## config.mk

```make
export PLATFORM = sky130hd
export DESIGN_NAME = iob_intr_pkt_gen
export DESIGN_NICKNAME = d
export VERILOG_FILES = /design/src/rtl/iob_intr_pkt_gen_pkg.sv /design/src/rtl/iob_req_fifo.sv /design/src/rtl/iob_intr_pkt_gen.sv
export SDC_FILE = /design/constraint.sdc
export NUM_CORES = 1
export LEC_CHECK = 0
export CAP_MARGIN = 5
export CORE_MARGIN = 8
export CORE_UTILIZATION = 59
export CTS_CLUSTER_SIZE = 16
export DETAILED_ROUTE_END_ITERATION = 16
export GPL_TIMING_DRIVEN = 0
export HOLD_SLACK_MARGIN = 0.06
export PLACE_DENSITY = 0.82
export SLEW_MARGIN = 20
export SYNTH_ARGS = -nofsm -noshare
export SYNTH_HDL_FRONTEND = slang
export SYNTH_SLANG_ARGS = --single-unit
```

## constraint.sdc

```tcl
create_clock -name clk -period 8 [get_ports clk]
set_input_delay 1.2 -clock clk [delete_from_list [all_inputs] [get_ports clk]]
set_output_delay 1.2 -clock clk [all_outputs]
set_load 0.01 [all_outputs]
```

## src/rtl/iob_intr_pkt_gen_pkg.sv

```systemverilog
// Shared NoC constants, flit field ranges and the queued interrupt request
// record used by the IOB interrupt packet generator.
package iob_intr_pkt_gen_pkg;

   localparam int unsigned NOC_DATA_WIDTH = 64;
   localparam int unsigned NOC_X_WIDTH    = 8;
   localparam int unsigned NOC_Y_WIDTH    = 8;

   localparam int unsigned MSG_DST_X_HI     = 49;
   localparam int unsigned MSG_DST_X_LO     = 42;
   localparam int unsigned MSG_DST_Y_HI     = 41;
   localparam int unsigned MSG_DST_Y_LO     = 34;
   localparam int unsigned MSG_DST_FBITS_HI = 33;
   localparam int unsigned MSG_DST_FBITS_LO = 30;
   localparam int unsigned MSG_LENGTH_HI    = 29;
   localparam int unsigned MSG_LENGTH_LO    = 22;
   localparam int unsigned MSG_TYPE_HI      = 21;
   localparam int unsigned MSG_TYPE_LO      = 14;

   localparam logic [3:0] NOC_FBITS_L1       = 4'b0000;
   localparam logic [7:0] MSG_TYPE_INTERRUPT = 8'd33;

   typedef struct packed {
      logic [NOC_X_WIDTH-1:0] x;
      logic [NOC_Y_WIDTH-1:0] y;
      logic [1:0]             itype;
      logic [6:0]             vector;
      logic [31:0]            tileid;
   } intr_req_t;

   function automatic logic [NOC_DATA_WIDTH-1:0] build_header(intr_req_t r);
      logic [NOC_DATA_WIDTH-1:0] h;
      h = '0;
      h[MSG_DST_X_HI:MSG_DST_X_LO]         = r.x;
      h[MSG_DST_Y_HI:MSG_DST_Y_LO]         = r.y;
      h[MSG_DST_FBITS_HI:MSG_DST_FBITS_LO] = NOC_FBITS_L1;
      h[MSG_LENGTH_HI:MSG_LENGTH_LO]       = 8'd1;
      h[MSG_TYPE_HI:MSG_TYPE_LO]           = MSG_TYPE_INTERRUPT;
      return h;
   endfunction

   function automatic logic [NOC_DATA_WIDTH-1:0] build_payload(intr_req_t r);
      return {16'h0, r.tileid, 7'h0, r.itype, r.vector};
   endfunction

endpackage

```

## src/rtl/iob_req_fifo.sv

```systemverilog
// Generic synchronous FIFO with registered occupancy count; also exposes the
// entry behind the head so a consumer can chain entries without a bubble.
module iob_req_fifo #(
   parameter int unsigned WIDTH = 8,
   parameter int unsigned DEPTH = 4,
   localparam int unsigned AW   = $clog2(DEPTH)
) (
   input  logic             clk,
   input  logic             rst_n,
   input  logic             push,
   input  logic [WIDTH-1:0] wdata,
   input  logic             pop,
   output logic [WIDTH-1:0] rdata,
   output logic [WIDTH-1:0] rdata_nxt,
   output logic             full,
   output logic             empty,
   output logic [AW:0]      count
);

   logic [WIDTH-1:0] mem [DEPTH];
   logic [AW-1:0]    wr_ptr_q, rd_ptr_q;
   logic [AW:0]      count_q;
   logic             do_push, do_pop;

   assign full      = (count_q == (AW+1)'(DEPTH));
   assign empty     = (count_q == '0);
   assign count     = count_q;
   assign do_push   = push & ~full;
   assign do_pop    = pop & ~empty;
   assign rdata     = mem[rd_ptr_q];
   assign rdata_nxt = mem[rd_ptr_q + 1'b1];

   always_ff @(posedge clk) begin
      if (do_push) mem[wr_ptr_q] <= wdata;
   end

   always_ff @(posedge clk or negedge rst_n) begin
      if (!rst_n) begin
         wr_ptr_q <= '0;
         rd_ptr_q <= '0;
         count_q  <= '0;
      end else begin
         if (do_push) wr_ptr_q <= wr_ptr_q + 1'b1;
         if (do_pop)  rd_ptr_q <= rd_ptr_q + 1'b1;
         case ({do_push, do_pop})
            2'b10:   count_q <= count_q + 1'b1;
            2'b01:   count_q <= count_q - 1'b1;
            default: count_q <= count_q;
         endcase
      end
   end

endmodule

```

## src/rtl/iob_intr_pkt_gen.sv

```systemverilog
// Turns IOB interrupt requests into 2-flit NoC packets (header + payload),
// dropping requests whose tile id lies outside the mesh.
module iob_intr_pkt_gen
   import iob_intr_pkt_gen_pkg::*;
#(
   parameter int unsigned FIFO_DEPTH = 4,
   parameter int unsigned X_TILES    = 1,
   parameter int unsigned Y_TILES    = 1,
   parameter int unsigned CNT_WIDTH  = 16
) (
   input  logic                      clk,
   input  logic                      rst_n,
   input  logic                      req_val,
   output logic                      req_rdy,
   input  logic [31:0]               req_tileid,
   input  logic [1:0]                req_type,
   input  logic [6:0]                req_vector,
   output logic                      noc_out_val,
   input  logic                      noc_out_rdy,
   output logic [NOC_DATA_WIDTH-1:0] noc_out_data,
   output logic [CNT_WIDTH-1:0]      pkt_cnt,
   output logic [CNT_WIDTH-1:0]      drop_cnt,
   output logic                      err_bad_tile
);

   localparam int unsigned CW        = $clog2(FIFO_DEPTH) + 1;
   localparam logic [32:0] NUM_TILES = 33'(X_TILES) * 33'(Y_TILES);

   typedef enum logic [1:0] {StIdle, StHdr, StBody} state_t;

   state_t                    state_q;
   logic                      val_q;
   logic [NOC_DATA_WIDTH-1:0] data_q;
   logic [CNT_WIDTH-1:0]      pkt_cnt_q, drop_cnt_q;
   logic                      err_q;

   intr_req_t     wr_entry, head, head_nxt;
   logic          fifo_full, fifo_empty;
   logic [CW-1:0] fifo_count;
   logic          accept, tile_ok, push, pop;

   assign req_rdy = ~fifo_full;
   assign accept  = req_val & req_rdy;
   assign tile_ok = ({1'b0, req_tileid} < NUM_TILES);
   assign push    = accept & tile_ok;
   assign pop     = (state_q == StBody) & noc_out_rdy;

   always_comb begin
      wr_entry        = '0;
      wr_entry.x      = NOC_X_WIDTH'(req_tileid % X_TILES);
      wr_entry.y      = NOC_Y_WIDTH'(req_tileid / X_TILES);
      wr_entry.itype  = req_type;
      wr_entry.vector = req_vector;
      wr_entry.tileid = req_tileid;
   end

   iob_req_fifo #(
      .WIDTH ($bits(intr_req_t)),
      .DEPTH (FIFO_DEPTH)
   ) u_req_fifo (
      .clk       (clk),
      .rst_n     (rst_n),
      .push      (push),
      .wdata     (wr_entry),
      .pop       (pop),
      .rdata     (head),
      .rdata_nxt (head_nxt),
      .full      (fifo_full),
      .empty     (fifo_empty),
      .count     (fifo_count)
   );

   // Chaining straight into the next header from BODY needs the second entry,
   // which is why the FIFO exposes rdata_nxt.
   always_ff @(posedge clk or negedge rst_n) begin
      if (!rst_n) begin
         state_q   <= StIdle;
         val_q     <= 1'b0;
         data_q    <= '0;
         pkt_cnt_q <= '0;
      end else begin
         case (state_q)
            StIdle: begin
               if (!fifo_empty) begin
                  state_q <= StHdr;
                  val_q   <= 1'b1;
                  data_q  <= build_header(head);
               end
            end
            StHdr: begin
               if (noc_out_rdy) begin
                  state_q <= StBody;
                  data_q  <= build_payload(head);
               end
            end
            StBody: begin
               if (noc_out_rdy) begin
                  if (pkt_cnt_q != '1) pkt_cnt_q <= pkt_cnt_q + CNT_WIDTH'(1);
                  if (fifo_count > CW'(1)) begin
                     state_q <= StHdr;
                     data_q  <= build_header(head_nxt);
                  end else begin
                     state_q <= StIdle;
                     val_q   <= 1'b0;
                  end
               end
            end
            default: begin
               state_q <= StIdle;
               val_q   <= 1'b0;
            end
         endcase
      end
   end

   always_ff @(posedge clk or negedge rst_n) begin
      if (!rst_n) begin
         err_q      <= 1'b0;
         drop_cnt_q <= '0;
      end else begin
         err_q <= accept & ~tile_ok;
         if (accept && !tile_ok && drop_cnt_q != '1) drop_cnt_q <= drop_cnt_q + CNT_WIDTH'(1);
      end
   end

   assign noc_out_val  = val_q;
   assign noc_out_data = data_q;
   assign pkt_cnt      = pkt_cnt_q;
   assign drop_cnt     = drop_cnt_q;
   assign err_bad_tile = err_q;

endmodule

```

==> flow_summary.yaml <==
setup_path:
  startpoint_type: "input port"
  cp_top_family: "simple AND/OR/NAND/NOR gates"
  endpoint_kind: "register"
  worst-path-buf-inv: 2
  worst_ep_arrival_time_ns: 3.90
  rrSetupSlack_ns: 5.37
  rr_endpoint: "u_req_fifo.mem[2][36]$_DFFE_PP_"
  crit_type: "in2reg"
  reg2reg_from: "u_req_fifo.count[0]$_DFFE_PN0P_"
  cpMaxStageDelayCell: "and2_2"
  reg2regPathDepth: 7
  worstPathCellList: "clkdlybuf4s50_1, nor4_1, nand4_1, nor3_2, and2_2, buf_12"
  cp_max_fo: 26
  required_ns: 8.21
  slowest_delay_ns: 0.56
place:
  port-buffer-count: 120
  post-place-ws_ns: 3.74
  placed_area_um2: 12000
  routabilityCongestion: 0.809
  dpl.cell_count: 1043
  dp.final_hpwl_um: 16000
floorplan:
  fp-row-count: 48
  initial_utilization: 0.603
  die-area_um2: 22200
  fp.coreArea_um2: 17300
  die_height_um: 149
  die_width_um: 149
  num_io_pins: 144
logic_synthesis:
  yosysWarnings: 0
  synth_cell_types: 48
  ys_seq_area_frac: 0.677
  syn_inst: 675
  avgSynthCellArea_um2: 15.4
  synth_top_area_cell: "edfxtp_1"
  synth_top_area_frac: 0.473
  synth_area_um2: 10400
  ys_ff_latch: 249
  synth.top_cells.by_area: "edfxtp_1 47%, dfrtp_1 20%, mux4_2 11%, nand2_1 3.7%, o21ai_1 2.1%"
finish:
  area_delta_synth_final_pct: 22.7
  layout.nets: 907
  drive_above_1_share: 0.169
  finalInstanceArea_um2: 12800
  fin_util: 0.739
  num_antenna_cells: 0
  fin_cells: 1089
grt:
  grt_max_degree: 52
  grt_pass1_wl_um: 37100
  track_usage: 0.214
  antenna_found_initial: 0
  grt_pass1_vias: 6765
  grt_overflow_total: 0
drt:
  vias: 6381
  drt_wl_total_um: 23700
  drc: 0
  wl_met3_um: 2030
  initialDrtViolationCount: 519
  dr.max_layer_used: "met4"
  routedWlPerCell_um: 21.8
  final_antenna_net_count: 0
  dr_wl_met2_um: 12200
  vias_per_cell: 5.86
  wl_met1_um: 9010
  first_pass_iters: 4
power_and_ir_drop:
  total_power_mw: 4.18
  vdd_drop_max_mv: 0.246
  leakagePower_nw: 4.80
  power_density_nw_per_um2: 327
hold_path:
  worstHoldEndpoint: "drop_cnt[9]$_DFFE_PN0P_"
  hp-start: "drop_cnt[9]$_DFFE_PN0P_"
  hold_path_depth: 1
  worst_hold_path_type: "reg2reg"
clock_network:
  clock_sinks: 249
  clock_path_buffers: 3
  clk_latency_ns: 0.52
  cts_tree: "done"
  htreeDepth: 1
  root_buffer: "clkbuf_16"
  cts_setup_buffers: 0
  cts_inserted_buffers: 25
  clkTransAtPathRegs_ns: 0.06
  ctsResizeCount: 0
  cts_hold_buf: 0
sta:
  finalWorstPathRequiredPeriod_ns: 3.69
  layout_worst_path_cycle_share: 0.461
  whs_ns: 0.486
  tightest_slew_ns: 0.778
  rsz0062_at_grt: "false"
  finalSetupViolCount: 0
  slew_headroom: 0.482
  maxSlewViolCount: 0
  tns_ns: 0
  setup_ws_ns: 4.31
  hold_viol_final: 0
  finClkSkew_ns: 0.0108
  clock.fmax_mhz: 271
flow_run:
  maxCapViolations: 0
outcome:
  outcome: "finished, final reports clean"
-- cell usage after synthesis (all sizes together) --
| cell | number |
|---|---|
| edfxtp | 164 |
| nand2 | 103 |
| dfrtp | 85 |
| o21ai | 51 |
| mux4 | 49 |
| buf | 46 |
| ha | 17 |
| xor2 | 17 |
| xnor2 | 15 |
| inv | 14 |
| nor4 | 14 |
| nand3 | 11 |
| a22oi | 10 |
| nor2 | 10 |
| clkbuf | 9 |
| nand4 | 9 |
| and2 | 7 |
| nor3 | 7 |
| and3 | 6 |
| mux2 | 6 |
| nor3b | 4 |
| a21oi | 3 |
| a211oi | 2 |
| and4 | 2 |
| nor4b | 2 |
| a211o | 1 |
| a31oi | 1 |
| and3b | 1 |
| conb | 1 |
| mux2i | 1 |
| nand2b | 1 |
| o211ai | 1 |
| o21a | 1 |
| o21bai | 1 |
| o22a | 1 |
| o31ai | 1 |
| or3 | 1 |
-- cell type report --
type,instances,area (um^2)
Sequential cell,249,7050
Fill cell,1028,4510
Multi-Input combinational cell,378,3060
Timing Repair Buffer,122,1250
Clock buffer,36,697
Buffer,55,343
Tap cell,225,282
Inverter,14,52.6
Clock inverter,10,51.3
-- worst max-delay path by stage --
stage / startpoint / end / slack (ns) / cells past startpoint
6_report: req_tileid[15] / u_req_fifo.mem[2][36]$_DFFE_PP_ / 4.31 / 6
5_1_grt: req_tileid[14] / u_req_fifo.mem[2][31]$_DFFE_PP_ / 4.18 / 6
4_1_cts: req_tileid[13] / u_req_fifo.mem[2][43]$_DFFE_PP_ / 4.29 / 6
3_5_place_dp: req_tileid[13] / u_req_fifo.mem[2][8]$_DFFE_PP_ / 3.74 / 6
3_3_place_gp: rst_n / noc_out_data[32]$_DFFE_PN0P_ / 2.57 / 1
2_1_floorplan: req_tileid[5] / u_req_fifo.mem[0][10]$_DFFE_PP_ / 4.58 / 4
-- sequential cells by signal, summed over array words and instances (netlist names) --
name,count
u_req_fifo.mem,164
noc_out_data,42
drop_cnt,16
pkt_cnt,16
u_req_fifo.count,3
state_q,2
u_req_fifo.rd_ptr_q,2
u_req_fifo.wr_ptr_q,2
err_bad_tile,1
noc_out_val,1
-- cell usage in the layout (no fill, tap or decap), types with 9 or more instances in the layout --
| master | n |
|---|---|
| edfxtp_1 | 164 |
| clkdlybuf4s50_1 | 119 |
| nand2_1 | 103 |
| dfrtp_1 | 85 |
| mux4_2 | 49 |
| o21ai_1 | 44 |
| buf_4 | 26 |
| clkbuf_16 | 25 |
| conb_1 | 22 |
| clkbuf_1 | 17 |
| xor2_1 | 17 |
| ha_1 | 17 |
| buf_2 | 16 |
| xnor2_1 | 15 |
| inv_1 | 14 |
| nor4_1 | 12 |
| a22oi_1 | 10 |
| nor2_1 | 10 |
| nand3_1 | 10 |
| nand4_1 | 9 |
-- power by group --
group | switching (mW) | leakage, nW | internal, mW
combinational | 0.770 | 1.84 | 0.687
sequential | 0.121 | 2.59 | 1.53
clock | 0.467 | 0.374 | 0.605
-- kinds of logic (layout without fill, tap and decap cells) --
kind of cell	after synthesis	after routing	synth area share
flip-flops	249	249	0.677
multiplexers	56	56	0.113
buffers and inverters	69	237	0.0379
AND/OR/NAND/NOR	178	178	0.0827
XOR/XNOR	32	32	0.0269
other	1	22	0.000360
AO/OA/AOI/OAI	73	73	0.0418
adder cells (fa/ha/maj)	17	17	0.0204
-- layer usage --
metal / vias up / GRT usage
met5: - / 0
met4: 0 / 0.0611
met3: 39 / 0.0410
met2: 300 / 0.380
met1: 3213 / 0.263
li1: 2829 / -
(Power assumes the default switching activity.)
